===== src/rtl/fetch_pkg.sv =====
// Shared widths, the buffered-fetch entry type and the idle instruction for the fetch front end.
package fetch_pkg;

    localparam int FETCH_ADDR_W  = 16;
    localparam int FETCH_INSTR_W = 32;

    // addi x0, x0, 0
    localparam logic [31:0] NOP_INSTR = 32'h0000_0013;

    typedef struct packed {
        logic [FETCH_ADDR_W-1:0]  pc;
        logic [FETCH_INSTR_W-1:0] instr;
    } fetch_entry_t;

endpackage


===== src/rtl/fetch_sync_fifo.sv =====
// Small synchronous FIFO with clear; head is the stored word, count/full/empty are registered.
// A push into a full FIFO that is not also popping is dropped.
module sync_fifo #(
    parameter int WIDTH = 8,
    parameter int DEPTH = 2
) (
    input  logic                       clk,
    input  logic                       rst,
    input  logic                       clear,
    input  logic                       push,
    input  logic [WIDTH-1:0]           push_data,
    input  logic                       pop,
    output logic [WIDTH-1:0]           head,
    output logic                       full,
    output logic                       empty,
    output logic [$clog2(DEPTH):0]     count
);
    localparam int AW = (DEPTH > 1) ? $clog2(DEPTH) : 1;
    localparam int CW = $clog2(DEPTH) + 1;

    logic [WIDTH-1:0] mem [DEPTH];
    logic [AW-1:0]    wr_ptr;
    logic [AW-1:0]    rd_ptr;
    logic             do_push;
    logic             do_pop;

    assign do_pop  = pop && !empty;
    assign do_push = push && (!full || do_pop);
    assign full    = (count == CW'(DEPTH));
    assign empty   = (count == '0);
    assign head    = mem[rd_ptr];

    always_ff @(posedge clk) begin
        if (rst || clear) begin
            wr_ptr <= '0;
            rd_ptr <= '0;
            count  <= '0;
        end else begin
            if (do_push) wr_ptr <= wr_ptr + AW'(1);
            if (do_pop)  rd_ptr <= rd_ptr + AW'(1);
            count <= count + CW'(do_push) - CW'(do_pop);
        end
    end

    // Storage needs no reset: contents are only observed through a non-zero count.
    always_ff @(posedge clk) begin
        if (do_push && !(rst || clear)) mem[wr_ptr] <= push_data;
    end

endmodule


===== src/rtl/fetch_unit.sv =====
// Instruction fetch front end: credit-limited in-order imem requests, returned words buffered with their PCs.
// Response to decode valid one cycle after the memory response; PC stalls unless a request is accepted.
module fetch_unit
    import fetch_pkg::*;
#(
    parameter int ADDR_W  = FETCH_ADDR_W,
    parameter int INSTR_W = FETCH_INSTR_W,
    parameter int DEPTH   = 2
) (
    input  logic               clk,
    input  logic               rst,
    input  logic [ADDR_W-1:0]  pc_i,
    output logic               fetch_stall_o,
    input  logic               flush_i,
    output logic               imem_req_valid_o,
    input  logic               imem_req_ready_i,
    output logic [ADDR_W-1:0]  imem_req_addr_o,
    input  logic               imem_rsp_valid_i,
    input  logic [INSTR_W-1:0] imem_rsp_data_i,
    output logic               instr_valid_o,
    input  logic               instr_ready_i,
    output logic [INSTR_W-1:0] instr_o,
    output logic [ADDR_W-1:0]  instr_pc_o
);
    localparam int CW = $clog2(DEPTH) + 1;
    localparam int EW = ADDR_W + INSTR_W;

    logic [ADDR_W-1:0] pend_head;
    logic              pend_full;
    logic              pend_empty;
    logic [CW-1:0]     pend_count;
    logic [EW-1:0]     iq_head;
    logic              iq_full;
    logic              iq_empty;
    logic [CW-1:0]     iq_count;
    logic [CW-1:0]     discard_cnt;
    logic [CW:0]       occupancy;

    logic req_fire;
    logic rsp_take;
    logic rsp_keep;
    logic iq_pop;

    // Every issued request holds one credit until its word leaves iq or its discard is retired.
    assign occupancy = {1'b0, pend_count} + {1'b0, iq_count} + {1'b0, discard_cnt};

    assign imem_req_valid_o = !rst && !flush_i && (occupancy < (CW+1)'(DEPTH));
    assign imem_req_addr_o  = pc_i;
    assign req_fire         = imem_req_valid_o && imem_req_ready_i;
    assign fetch_stall_o    = rst || (!req_fire && !flush_i);

    assign rsp_take = imem_rsp_valid_i && !rst;
    assign rsp_keep = rsp_take && !flush_i && (discard_cnt == '0);

    assign instr_valid_o = !iq_empty && !flush_i;
    assign iq_pop        = instr_valid_o && instr_ready_i;
    assign instr_o       = iq_empty ? INSTR_W'(NOP_INSTR) : iq_head[INSTR_W-1:0];
    assign instr_pc_o    = iq_empty ? '0 : iq_head[EW-1 -: ADDR_W];

    sync_fifo #(.WIDTH(ADDR_W), .DEPTH(DEPTH)) u_pend (
        .clk       (clk),
        .rst       (rst),
        .clear     (flush_i),
        .push      (req_fire),
        .push_data (pc_i),
        .pop       (rsp_keep),
        .head      (pend_head),
        .full      (pend_full),
        .empty     (pend_empty),
        .count     (pend_count)
    );

    sync_fifo #(.WIDTH(EW), .DEPTH(DEPTH)) u_iq (
        .clk       (clk),
        .rst       (rst),
        .clear     (flush_i),
        .push      (rsp_keep),
        .push_data ({pend_head, imem_rsp_data_i}),
        .pop       (iq_pop),
        .head      (iq_head),
        .full      (iq_full),
        .empty     (iq_empty),
        .count     (iq_count)
    );

    // On redirect every still-pending request becomes a word the memory still owes us.
    always_ff @(posedge clk) begin
        if (rst) begin
            discard_cnt <= '0;
        end else if (flush_i) begin
            discard_cnt <= discard_cnt + pend_count - CW'(rsp_take);
        end else if (rsp_take && (discard_cnt != '0)) begin
            discard_cnt <= discard_cnt - CW'(1);
        end
    end

    a_iq_overflow: assert property (@(posedge clk) disable iff (rst)
        !(rsp_keep && iq_full && !iq_pop));
    a_pend_overflow: assert property (@(posedge clk) disable iff (rst)
        !(req_fire && pend_full));
    a_orphan_rsp: assert property (@(posedge clk) disable iff (rst)
        !(rsp_keep && pend_empty));
    a_credit: assert property (@(posedge clk) disable iff (rst)
        occupancy <= (CW+1)'(DEPTH));

endmodule


===== config.mk =====
export PLATFORM = sky130hd
export DESIGN_NAME = fetch_unit
export DESIGN_NICKNAME = d
export VERILOG_FILES = /design/src/rtl/fetch_pkg.sv /design/src/rtl/fetch_sync_fifo.sv /design/src/rtl/fetch_unit.sv
export SDC_FILE = /design/constraint.sdc
export NUM_CORES = 1
export LEC_CHECK = 0
export BUFFER_PORTS_ARGS = -buffer_cell sky130_fd_sc_hd__buf_2
export CORE_AREA = 2 2 110 112
export CTS_CLUSTER_DIAMETER = 150
export DETAILED_ROUTE_END_ITERATION = 10
export DIE_AREA = 0 0 112 114
export MAX_ROUTING_LAYER = met4
export PLACE_DENSITY = 0.71
export SYNTH_ARGS = -nofsm -noshare
export SYNTH_HDL_FRONTEND = slang
export SYNTH_SLANG_ARGS = --single-unit

===== constraint.sdc =====
create_clock -name clk -period 5.5 [get_ports clk]
set_input_delay 0.825 -clock clk [delete_from_list [all_inputs] [get_ports clk]]
set_output_delay 0.825 -clock clk [all_outputs]
set_load 0.005 [all_outputs]

==> results.ini, run 1 <==
[outcome]
status=finished clean

[sta]
layout_setup_ws_ps=2060
hold_ws_ps=511
rsz0062_at_grt=no
slew_headroom=0.235
drv_slew=0
skew_ps=6.11
hold_violations=0
tightest_slew_ps=1150
tns_ps=0
period_needed_ps=3440
setup_viol=0
fin_crit_sh=0.625
max_freq_mhz=291

[power]
power_mw=2.42
pwr_density_cell_mw_per_mm2=352
leakage_nw=2.55
ir_drop_mv=0.215

[yosys]
synthAdderAreaFrac=0.0235
yosys.area_share.simple=0.0574
synth_compound_area_frac=0.0175
synth.cell_area_mm2=0.00565
syn-instance-count=356
synth_xor_area_frac=0.0186
ys_seq_area_frac=0.723
avgSynthCellArea_um2=15.9
netlist-cell-type-count=31
ys_ff_latch=140
yosys_warnings=0
postSynthNetCount=420
synthMuxAreaShare=0.119
synth_top_family_by_area=multiplexers

[cells_and_area]
nFillCells=916
seq_area_mm2=0.00409
syn2layout_area_growth_pct=21.7
multi_input_area_mm2=0.00135
drive_above_1_share=0.366
diodes=0
nets=532
finalNonFillerCells=628

[worst_setup_path]
cpMostUsedCell=inv_1
rrSetupSlack_ps=2930
r2r-start=u_iq.count[1]$_SDFF_PP0_
cpPeakStageDelay_ps=510
crit_slowest_cell=fa_1
crit_start=u_iq.count[1]$_SDFF_PP0_
crit_chain=inv_1 -> fa_1 -> inv_1 -> ha_1 -> xor2_1 -> and2_1 -> a21oi_1 -> or2_1 -> buf_2
r2r-end=u_pend.mem[1][7]$_DFFE_PP_
path_class=flip-flop to output port
crit_required_ps=4680
r2r_cells=8
start_kind=flip-flop
worst_setup_path_end_kind=output port
crit_arrival_ps=2610
cp_max_fo=6
critPathCapture=fetch_stall_o

[route]
route.vias.total=3051
drtIter0Drc=164
routed_wirelength_mm=9.27
via_per_inst=4.86
post_drt_wl_per_cell_um=14.8
route.detailed.drc=0
ant_nets=0
first_pass_iters=4

[placement]
place_inst=596
pre_cts_ws_ps=2470
port-buffer-count=120
post-dp-hpwl_mm=6.11
place.gp.congestion=0.783

[clock_tree]
cts-root-buf=clkbuf_16
cts_tree=yes
ctsHoldBuffers=0
cts_setup_buffers=0
clock_latency_ps=410
ctsResizeCount=0
clockBufferDepth=2
htree_num_levels=4
cts.clk_slew.worst_paths_ps=50
clock_sinks=140
cts_inserted_buffers=17

[floorplanning]
core_area_mm2=0.0117
die_w_um=112
die-area_mm2=0.0128
start_util=0.482
die_y_um=114
io_pins=121
rows=40

[hold_path]
worstHoldStart=u_iq.rd_ptr$_SDFFE_PP0P_
whs_path_depth=2
hp-class=flip-flop to flip-flop

[global_routing]
grtUsageTotal=0.153
antenna_found_initial=0
grt_max_degree=49
grt_pass1_wl_mm=14.3
overflow=0
first_global_vias=2862

[job]
maxCapViolCount=0

-- power breakdown --
group	switching [mW]	internal (mW)
clock network	0.401	0.709
registers	0.00807	1.19
logic	0.0628	0.0522
-- synthesized netlist by cell type --
library cell	count	area (µm²)
edfxtp_1	128	3840
nor2_1	60	225
mux2i_1	49	490
buf_4	16	120
mux2_2	16	180
dfxtp_1	12	240
inv_1	11	41.3
ha_1	9	113
xnor2_1	9	78.8
clkbuf_1	8	30.0
buf_2	5	25.0
o21ai_0	5	25.0
nor2b_1	4	25.0
a21oi_1	3	15.0
and2_1	3	18.8
xor2_1	3	26.3
a211o_1	1	8.76
a21boi_1	1	7.51
a21o_1	1	7.51
and4bb_4	1	16.3
buf_1	1	3.75
buf_6	1	11.3
fa_1	1	20.0
nand2_1	1	3.75
nand2b_1	1	6.26
nor3_2	1	10.0
o2111ai_4	1	26.3
o31a_1	1	8.76
or2_1	1	6.26
or2_2	1	6.26
or3_1	1	6.26
-- registers in the layout (all words and copies together) (netlist names), named ones only --
register       count
u_iq.mem          96
u_pend.mem        32
discard_cnt        2
u_iq.count         2
u_pend.count       2
u_iq.rd_ptr        1
u_iq.wr_ptr        1
u_pend.rd_ptr      1
u_pend.wr_ptr      1
-- worst max-delay path, delay by kind of cell (launching register included) --
family | cells | cell delay, ps
AO/OA/AOI/OAI | 1 | 60
XOR/XNOR | 1 | 290
adder cells (fa/ha/maj) | 2 | 700
buffers and inverters | 3 | 300
flip-flops | 1 | 440
AND/OR/NAND/NOR | 2 | 410
-- metal layers --
layer	share of wire	vias to the layer above	global-route usage
met5	0	-	-
met3	0.060	11	0.0457
li1	-	1499	-
met2	0.47	100	0.232
met1	0.46	1441	0.195
met4	0.013	0	0.0659
-- stage by stage --
step	cell area, µm²	utilization
global route	6870	0.587
global placement	6290	0.537
floorplan	5650	-
CTS	6870	0.587
detailed placement	6290	0.537
finish	6870	0.587
-- kinds of logic after synthesis --
family	after synthesis
DFF	140
AOI/OAI and AO/OA	13
and+or+nand+nor	74
muxes	65
adders and majority gates	10
xor gates and xnor gates	12
buffers and inverters	42
-- worst min-delay path by stage --
stage,endpoint,slack (ps)
final,u_iq.rd_ptr$_SDFFE_PP0P_,510
after global routing,flip-flop,550
after detailed placement,u_iq.rd_ptr$_SDFFE_PP0P_,500
after CTS,flip-flop,510
after floorplan,flip-flop,470
after global placement,u_iq.rd_ptr$_SDFFE_PP0P_,490
-- cell type report --
| type | count | area share |
|---|---|---|
| Clock buffer | 20 | 0.0635 |
| Inverter | 11 | 0.00601 |
| Clock inverter | 12 | 0.0215 |
| Multi-Input combinational cell | 174 | 0.196 |
| Tap cell | 147 | 0.0268 |
| Sequential cell | 140 | 0.594 |
| Timing Repair Buffer | 124 | 0.0918 |
-- cell usage in the layout (no fill, tap or decap), types with 2 or more instances in the layout --
cell | netlist | final
xnor2_1 | 9 | 9
clkbuf_1 | 8 | 3
ha_1 | 9 | 9
dfxtp_1 | 12 | 11
bufinv_16 | 0 | 3
nor2b_1 | 4 | 3
clkbuf_16 | 0 | 17
clkinv_4 | 0 | 3
and2_1 | 3 | 2
nor2_1 | 60 | 59
mux2_2 | 16 | 16
xor2_1 | 3 | 3
a21oi_1 | 3 | 3
clkinv_2 | 0 | 4
buf_4 | 16 | 4
edfxtp_1 | 128 | 128
o21ai_0 | 5 | 5
buf_2 | 5 | 120
mux2i_1 | 49 | 49
inv_1 | 11 | 11
No activity file was read; power rests on OpenSTA's default activity.
==> run 2, diff against run 1 <==
Settings changed: CORE_AREA 2 2 110 112 to 2 2 111 113, DIE_AREA 0 0 112 114 to 0 0 113 115, PLACE_DENSITY 0.71 to 0.72.
Clock period 5.5 ns to 2.9 ns, I/O delays scaled along.
==> results.ini, run 2 (synthesized netlist as in run 1, its figures left out) <==
[outcome]
violations=design-rule violations
status=complete, but fails checks

[cells_and_area]
final_cell_mix=edfxtp_1 (128), buf_2 (120), nor2_1 (59)
nets=541  ; +1.7%
seq_area_mm2=0.00409  ; +0.12%
drive_above_1_share=0.389  ; +0.0234
nFillCells=917  ; +0.11%
multi_input_area_mm2=0.00138  ; +2.1%
diodes=0  ; unchanged
largest_register=u_iq.mem
largest_reg_flops=96  ; unchanged
mostFrequentLayoutCell=edfxtp_1
largestRegisters=u_iq.mem (96), u_pend.mem (32)
final_core_utilization=0.590  ; +0.00297
finalNonFillerCells=635  ; +1.1%
syn2layout_area_growth_pct=23.4

[floorplanning]
io_pins=121  ; unchanged
start_util=0.478  ; -0.00409
rows=40  ; unchanged
core_area_mm2=0.0118  ; +0.85%
die_y_um=115  ; +0.88%
die_w_um=113  ; +0.89%
die-area_mm2=0.0130  ; +1.8%

[sta]
slew_headroom=0.523  ; +0.288
setup_viol=0  ; unchanged
tightest_slew_ps=715  ; -433 ps
max_freq_mhz=354
tns_ps=0  ; unchanged
drv_slew=0  ; unchanged
hold_violations=0  ; unchanged
skew_ps=6.90  ; +0.786 ps
fin_crit_sh=0.973
rsz0062_at_grt=no
period_needed_ps=2820
hold_ws_ps=217  ; -294 ps

[clock_tree]
clock_sinks=140  ; unchanged
htree_num_levels=4  ; unchanged
clockBufferDepth=2  ; unchanged
cts_tree=yes
ctsHoldBuffers=0  ; unchanged
clock_latency_ps=410  ; about the same
cts.clk_slew.worst_paths_ps=60  ; about the same
cts-root-buf=clkbuf_16
cts_inserted_buffers=17  ; unchanged

[hold_path]
hp-class=input pin to flip-flop

[power]
ir_drop_mv=0.376  ; +75%
pwr_density_cell_mw_per_mm2=658  ; +87%
leakage_nw=2.60  ; +1.9%

[worst_setup_path]
rrSetupSlack_ps=420  ; -2510 ps
crit_slowest_cell=fa_1
cp_max_fo=6  ; unchanged
worst_setup_path_end_kind=output port
path_class=flip-flop to output port
crit_start=u_iq.count[1]$_SDFF_PP0_
r2r-end=u_pend.mem[1][6]$_DFFE_PP_
crit_chain=inv_2 -> fa_1 -> inv_1 -> ha_4 -> nor3_4 -> and2_4 -> a21oi_1 -> or2_1 -> buf_2
crit_arrival_ps=2390  ; -220 ps
crit_required_ps=2470  ; -2210 ps
start_kind=flip-flop
critPathCapture=fetch_stall_o
cpPeakStageDelay_ps=510  ; about the same
r2r_cells=10  ; +2
r2r-start=u_iq.count[1]$_SDFF_PP0_

[route]
route.detailed.drc=11  ; +11
route.vias.total=3092  ; +1.3%
post_drt_wl_per_cell_um=15.5  ; +4.8%
via_per_inst=4.87  ; +0.23%
routed_wirelength_mm=9.82  ; +6.0%
first_pass_iters=7  ; +3
ant_nets=0  ; unchanged
drtIter0Drc=115  ; -30%

[placement]
port-buffer-count=120  ; unchanged
place.gp.congestion=0.757  ; -3.3%
place_inst=601  ; +0.84%
post-dp-hpwl_mm=6.66  ; +9.0%

[global_routing]
grtUsageTotal=0.160  ; +0.00644
first_global_vias=3071  ; +7.3%
grt_max_degree=28  ; -43%
grt_pass1_wl_mm=15.0  ; +5.4%
antenna_found_initial=0  ; unchanged
overflow=0  ; unchanged

[job]
maxCapViolCount=0  ; unchanged

## run 2: where the power goes
group	internal [mW]	switching [mW]	leakage (nW)
Combinational	0.107	0.127	1.06
Clock	1.34	0.751	0.285
Sequential	2.25	0.0143	1.26
## run 2: repair_timing
| item | 4_1_cts | 5_1_grt |
|---|---|---|
| buffers inserted | 2 | 2 |
| endpoints found under the setup margin | 1 | 1 |
| pin swaps | 1 | 2 |
| gates resized for setup | 6 | 2 |
| endpoints found under the hold margin | 0 | 0 |
## run 2: how the worst min path moves through the flow
| stage | start | endpoint | slack, ps | cells past startpoint |
|---|---|---|---|---|
| after floorplan | u_iq.rd_ptr$_SDFFE_PP0P_ | flip-flop | 470 | 2 |
| after global placement | u_iq.rd_ptr$_SDFFE_PP0P_ | u_iq.rd_ptr$_SDFFE_PP0P_ | 490 | 2 |
| after detailed placement | u_iq.rd_ptr$_SDFFE_PP0P_ | flip-flop | 510 | 2 |
| after CTS | imem_rsp_data_i[6] | u_iq.mem[0][6]$_DFFE_PP_ | 180 | 1 |
| after global routing | imem_rsp_data_i[30] | u_iq.mem[0][30]$_DFFE_PP_ | 200 | 1 |
| final | imem_rsp_data_i[6] | u_iq.mem[0][6]$_DFFE_PP_ | 220 | 1 |
## run 2: metrics by stage
stage               cell area [µm²]  power, mW  worst slack (ps)
floorplan                      5650       2.44               103
global placement               6330       2.52               358
detailed placement             6330       2.53               280
CTS                            6940       4.65              6.76
global route                   6970       4.76              1.09
finish                         6970       4.59              78.5
## run 2: metal layers
layer	routed length [µm]	vias up	track usage	share of wire
li1	-	1513	-	-
met4	22	0	0.0732	0.0022
met2	5050	89	0.257	0.51
met5	0	-	-	0
met1	4250	1488	0.189	0.43
met3	492	2	0.0448	0.050
## run 2: worst max-delay path, delay by kind of cell (launching register included)
family	cells	cell delay, ps
AOI/OAI and AO/OA	1	60
adders and majority gates	2	750
buffers and inverters	3	260
DFF	1	380
and+or+nand+nor	3	530
## run 2: area by class of cell
type                       instances  share of cell area
inverter                          11             0.00593
clock buffer                      18              0.0616
multi-input combinational        174               0.198
timing repair buffer             133               0.100
sequential                       140               0.587
tap                              147              0.0264
clock inverter                    12              0.0212
